## config.mk

```make
export PLATFORM = sky130hd
export DESIGN_NAME = cp0_unit
export DESIGN_NICKNAME = d
export VERILOG_FILES = /design/src/rtl/cp0_unit.sv
export SDC_FILE = /design/constraint.sdc
export NUM_CORES = 1
export LEC_CHECK = 0
export BUFFER_PORTS_ARGS = -buffer_cell sky130_fd_sc_hd__buf_2
export CELL_PAD_IN_SITES_DETAIL_PLACEMENT = 0
export CELL_PAD_IN_SITES_GLOBAL_PLACEMENT = 1
export CORE_MARGIN = 2
export CORE_UTILIZATION = 25
export CTS_CLUSTER_DIAMETER = 120
export DETAILED_ROUTE_END_ITERATION = 10
export PLACE_DENSITY = 0.71
export SYNTH_ARGS = -nofsm -noshare
export SYNTH_HDL_FRONTEND = slang
export SYNTH_SLANG_ARGS = --single-unit
```

## constraint.sdc

```tcl
create_clock -name clk -period 2.1 [get_ports clk]
set_input_delay 0 -clock clk [delete_from_list [all_inputs] [get_ports clk]]
set_output_delay 0 -clock clk [all_outputs]
set_load 0.05 [all_outputs]
```

## src/rtl/cp0_unit.sv

```systemverilog
`default_nettype none
// ============================================================================
// Module   : cp0_unit
// Brief    : MIPS system-control coprocessor (SR, Cause, EPC, PRId), exception
//            and interrupt request generation for the M stage.
// Revision : 1.0 - initial release
// ============================================================================
module cp0_unit #(
    parameter logic [31:0] PRID_VALUE = 32'h0000_7000,
    parameter logic [31:0] HANDLER_PC = 32'h0000_4180
) (
    input  logic        clk,
    input  logic        reset,
    input  logic [4:0]  A1,
    input  logic [4:0]  A2,
    input  logic [31:0] DIn,
    input  logic        WE,
    input  logic [31:0] VPC,
    input  logic        BDIn,
    input  logic [4:0]  ExcCodeIn,
    input  logic [5:0]  HWInt,
    input  logic        EXLClr,
    output logic [31:0] DOut,
    output logic [31:0] EPCOut,
    output logic [31:0] HandlerPC,
    output logic        Req
);

    localparam logic [4:0]  c_REG_SR    = 5'd12;
    localparam logic [4:0]  c_REG_CAUSE = 5'd13;
    localparam logic [4:0]  c_REG_EPC   = 5'd14;
    localparam logic [4:0]  c_REG_PRID  = 5'd15;
    localparam logic [31:0] c_WORD_MASK = 32'hFFFF_FFFC;

    logic [5:0]  r_im;
    logic        r_exl;
    logic        r_ie;
    logic        r_bd;
    logic [5:0]  r_ip;
    logic [4:0]  r_exc_code;
    logic [31:0] r_epc;

    logic        w_int_req;
    logic        w_exc_req;
    logic [31:0] w_victim_pc;

    assign w_int_req   = (|(HWInt & r_im)) & r_ie & ~r_exl;
    assign w_exc_req   = (ExcCodeIn != 5'd0) & ~r_exl;
    assign Req         = w_int_req | w_exc_req;
    assign HandlerPC   = HANDLER_PC;
    // A delay-slot victim restarts at its branch so the branch is re-executed.
    assign w_victim_pc = BDIn ? (VPC - 32'd4) : VPC;

    always_ff @(posedge clk or posedge reset) begin
        if (reset) begin
            r_im       <= '0;
            r_exl      <= 1'b0;
            r_ie       <= 1'b0;
            r_bd       <= 1'b0;
            r_ip       <= '0;
            r_exc_code <= '0;
            r_epc      <= '0;
        end else begin
            r_ip <= HWInt;
            if (Req) begin
                r_exl      <= 1'b1;
                r_exc_code <= w_int_req ? 5'd0 : ExcCodeIn;
                r_bd       <= BDIn;
                r_epc      <= w_victim_pc & c_WORD_MASK;
            end else begin
                if (WE) begin
                    case (A2)
                        c_REG_SR: begin
                            r_im  <= DIn[15:10];
                            r_exl <= DIn[1];
                            r_ie  <= DIn[0];
                        end
                        c_REG_EPC: r_epc <= DIn;
                        default: ;
                    endcase
                end
                // eret wins over an mtc0 to SR.EXL in the same cycle.
                if (EXLClr) begin
                    r_exl <= 1'b0;
                end
            end
        end
    end

    always_comb begin
        DOut = 32'd0;
        case (A1)
            c_REG_SR:    DOut = {16'd0, r_im, 8'd0, r_exl, r_ie};
            c_REG_CAUSE: DOut = {r_bd, 15'd0, r_ip, 3'd0, r_exc_code, 2'd0};
            c_REG_EPC:   DOut = r_epc;
            c_REG_PRID:  DOut = PRID_VALUE;
            default:     DOut = 32'd0;
        endcase
    end

    // Bypass lets an eret right behind mtc0 EPC return to the new target.
    always_comb begin
        EPCOut = r_epc;
        if (WE && (A2 == c_REG_EPC) && !Req) begin
            EPCOut = DIn & c_WORD_MASK;
        end
    end

endmodule
`default_nettype wire
```

# Word level (Yosys, flattened, before mapping)
# Index checks and enable logic that the tools add are counted.
# word_totals
register_bits	52
inputBits	90
out_inout_bits	97
wordCells	44
# classes
addsub	1
n_eq_ne	6
mux	11
bitwise_logic	7
n_reduce_logical	12
# op_table
operator	count
32-bit 2-to-1 mux	5
32-bit case mux with 4 select lines	1
32-bit by 3-bit subtractor with 32-bit output, second input constant	1
5-bit by 4-bit == test with 1-bit output, second input constant	6
6-bit bitwise AND	1
3-bit nonzero test	2
6-bit OR reduction	1
5-bit 2-to-1 mux	1
5-bit nonzero test	1
1-bit 2-to-1 mux	4
2-bit AND reduction	2
2-bit nonzero test	2
1-bit bitwise AND	3
3-bit AND reduction	1
1-bit logical AND	2
1-bit inverter	2
1-bit zero test	1
1-bit bitwise OR	1

# Depth between registers and ports, before layout
# depth
depth_word	8
depth_mapped	7
mapped_depth_nobuf	7

# Worst setup path after synthesis
# Ideal clock, no wire load.
# synth_timing
path_kind	register to output
start	reg r_exl
end	out EPCOut[0]
t_arrival_ps	2379
setup_slack_ps	-279
stages_incl_launch_ff	7
path_buffers	1
cell_sequence	dfrtp_1 a21oi_1 nor2_2 inv_2 nor2_1 buf_2 nor2b_1
# synth_via
elab_chain_len	6
# synth_rtl
element	line_no	text
from (decl)	36	logic r_exl;
from (signal assigned)	75	r_exl <= DIn[1];
1-bit inverter *	47, 48	
1-bit bitwise AND (on tied branches)	47, 48	
1-bit bitwise OR *	49	assign Req = w_int_req | w_exc_req;
net Req	26	output logic Req
1-bit zero test *	104	if (WE && (A2 == c_REG_EPC) && !Req) begin
1-bit logical AND *	104	
32-bit 2-to-1 mux *	104	
to (decl)	24	output logic [31:0] EPCOut,
# Mark *: on every way through the listed nets, which the timed path passes. The rest lies on a longest branch.

# Worst setup path in the final report
# layout_timing
start	reg r_im[5]
end	out EPCOut[27]
# layout_via
elab_chain_len	8
# layout_rtl
element	line_no	text
from (decl)	35	logic [5:0] r_im;
from (signal assigned)	74	r_im <= DIn[15:10];
6-bit bitwise AND	47	assign w_int_req = (|(HWInt & r_im)) & r_ie & ~r_exl;
6-bit OR reduction	47	
1-bit bitwise AND (2 in a row)	47	
1-bit bitwise OR	49	
1-bit zero test	104	
1-bit logical AND	104	
32-bit 2-to-1 mux	104	
# Every way passes these cells.

==> metrics <==
status=complete, but fails checks; failing checks=setup timing; Pleak=2.77 nW; sequential share of the synthesized area=34.1%; DRT iter0 DRCs=187; ANT nets after route=0; Final period util=106%; H-tree levels=2; clk slew on worst S/H paths=0.08 ns; Overall Global Routing Usage=16.0%; # rows=45; cell count after placement=742; max-slew violations=0; Post-synth ARST share=100%; Syn Inst Count=407; FF-to-FF Start=r_im[5]; WL/cell=16.6 µm; Chip Width=128 µm; Highest Signal Layer=met4; RSZ-0062 raised after global routing=yes; synth top area cells=dfrtp_1 (34%), mux2i_1 (11%), mux2_2 (10%); R2R cell count=9; Hold Fails Final Rpt=0; hold crit path type=input pin to register; number of max-cap violations=0; Startpoint Class=register; layout cell share with drive strength beyond 1=40.4%; Synth Warn #=0; first-pass GRT wire length=20.2 mm; initial antenna violation count=0; router iterations before antenna repair=4; WL final=13.2 mm; Pwr Density=1130 mW/mm²; Critical Path Start=r_im[5]; shortest period the worst path allows=2.23 ns; most frequent CP cell=nor2_4; Max stage delay cell, worst path=dfrtp_1; die area=0.0163 mm²; final core occ=38.2%; Mapped Area=0.00382 mm²; Place WS=0.0360 ns; vias per cell=4.63; number of global-route vias before repair=3647; Fmax=0.448 GHz; Worst Tran Pin Value=0.625 ns; Die Ht=128 µm; io pins=187; crit path DAT=2.23 ns; GP Congestion=0.791; WP data required=2.10 ns; max incr delay on CP=0.41 ns; Post-synth EDFFs=0; Synth cell types=48; kind of critical path=register to primary output; crit path cell chain=a22oi_2 -> a311oi_4 -> nor2_4 -> inv_4 -> nor2_4 -> buf_4 -> buf_12 -> mux2_4 -> buf_6; hold path start=VPC[21]; grt ovf=0; met3 routed WL=667 µm; Inserted Clock Buffers=5; pin count of the biggest net entering global routing=44; M1 WL=6.02 mm; Clock Path Buffers=2; Slew Limit Headroom=58.2%; clk sinks=52; Vias=3664; drt drc=0; ANT cells=0; Root Buffer=clkbuf_16; WHS Path Cells=3; number of buffers added on ports=152; post-synth top area share=34.1%; Clk Latency, worst-skew pair=0.29 ns; mean area per synthesized cell=9.38 µm²; most area-hungry cell type in the Yosys netlist=dfrtp_1; worst reg2reg path endpoint=r_im[3]; core area=0.0150 mm²; worst vdd ir=798 µV; met2 wire length=6.29 mm; HPWL Detailed=9.38 mm; Setup-failing EPs final=30; most common flop cell mapped by yosys=dfrtp_1; maximum fanout along the worst path=6; clk_skew=0.00590 ns; hold worst-path end=r_epc[21]; CP endpoint kind=primary output; commonest non-fill, non-tap cells in the layout=buf_2 (120), dfrtp_1 (52), nand2_1 (45); clock tree from TritonCTS=built; Final Power=6.52 mW; flop2flop setup slack=0.06 ns; Area growth syn-to-layout=50.5%; Area after DPL=0.00479 mm²; fin cells=792; commonest non-fill, non-tap cell in the layout=buf_2; setup TNS=-3.12 ns; worst setup margin=-0.131 ns; #FFs+latches synth=52; Final Cell Area=0.00574 mm²; Nets=694; Hold Slack=0.0113 ns; initial core utilization=25.4%
[critical path: cells and delay by family, from the launching register on]
family                 cells  cell delay [ns]
AO/OA/AOI/OAI              2             0.40
buffers and inverters      4             0.49
flip-flops                 1             0.41
AND/OR/NAND/NOR            2             0.30
multiplexers               1             0.32
[metal layers]
layer  GRT usage [%]  up-vias
met5               0        -
met4            4.33        0
met3            1.93       15
met2            26.7      122
met1            22.0     1745
li1                -     1782
[power by group]
part	total (mW)	leakage, nW	switching (mW)	internal [mW]
combinational	3.92	2.08	2.26	1.66
clock	0.859	0.0708	0.407	0.452
sequential	1.74	0.615	0.328	1.41
total	6.52	2.77	3.00	3.52
[kinds of logic after synthesis]
| family | share of synthesized area (%) |
|---|---|
| AO/OA/AOI/OAI | 8.85 |
| XOR/XNOR | 5.74 |
| adder cells (fa/ha/maj) | 0.328 |
| buffers and inverters | 9.05 |
| flip-flops | 34.1 |
| multiplexers | 22.2 |
| other | 0.197 |
| AND/OR/NAND/NOR | 19.5 |
[area by class of cell]
type	instances	area, µm²
Clock buffer	5	125
Clock inverter	3	25.0
Fill cell	1502	9290
Inverter	6	25.0
Multi-Input combinational cell	327	2410
Sequential cell	52	1300
Tap cell	188	235
Timing Repair Buffer	211	1620
[cell usage after synthesis (2+ instances only)]
cell type / number
dfrtp_1: 52
nand2_1: 45
mux2i_1: 43
mux2_2: 35
buf_4: 32
nor2_1: 32
and3_1: 19
xnor2_1: 18
clkbuf_1: 13
nor3_1: 11
a31oi_1: 10
a22oi_1: 9
xor2_1: 7
a22o_1: 6
buf_2: 6
nor4_1: 6
o21ai_0: 6
inv_1: 5
or3_1: 5
a21oi_1: 4
o211ai_1: 4
and2_1: 3
nor2b_1: 3
a32oi_1: 2
conb_1: 2
mux2_1: 2
nand3_1: 2
nor4_4: 2
o41ai_1: 2
or4_1: 2
or4_4: 2
[registers in the layout, indices dropped and copies added (netlist names)]
| signal | count |
|---|---|
| r_bd | 1 |
| r_epc | 32 |
| r_exc_code | 5 |
| r_exl | 1 |
| r_ie | 1 |
| r_im | 6 |
| r_ip | 6 |
[worst max-delay path by stage]
stage / endpoint / cells after the start
global placement: EPCOut[27] / 8
floorplan: EPCOut[23] / 7
CTS: EPCOut[13] / 10
detailed placement: EPCOut[27] / 8
global route: EPCOut[27] / 9
finish: EPCOut[27] / 9
[timing repair]
action                                  CTS  global route
buffers inserted                          8             2
hold endpoints to repair                 51             0
endpoints found under the setup margin   30            32
gates cloned                              3             0
gates resized for setup                 109             0
hold buffers                             33             0
pin swaps                                 4             4
Note: power is estimated with default switching activity, not from simulation.
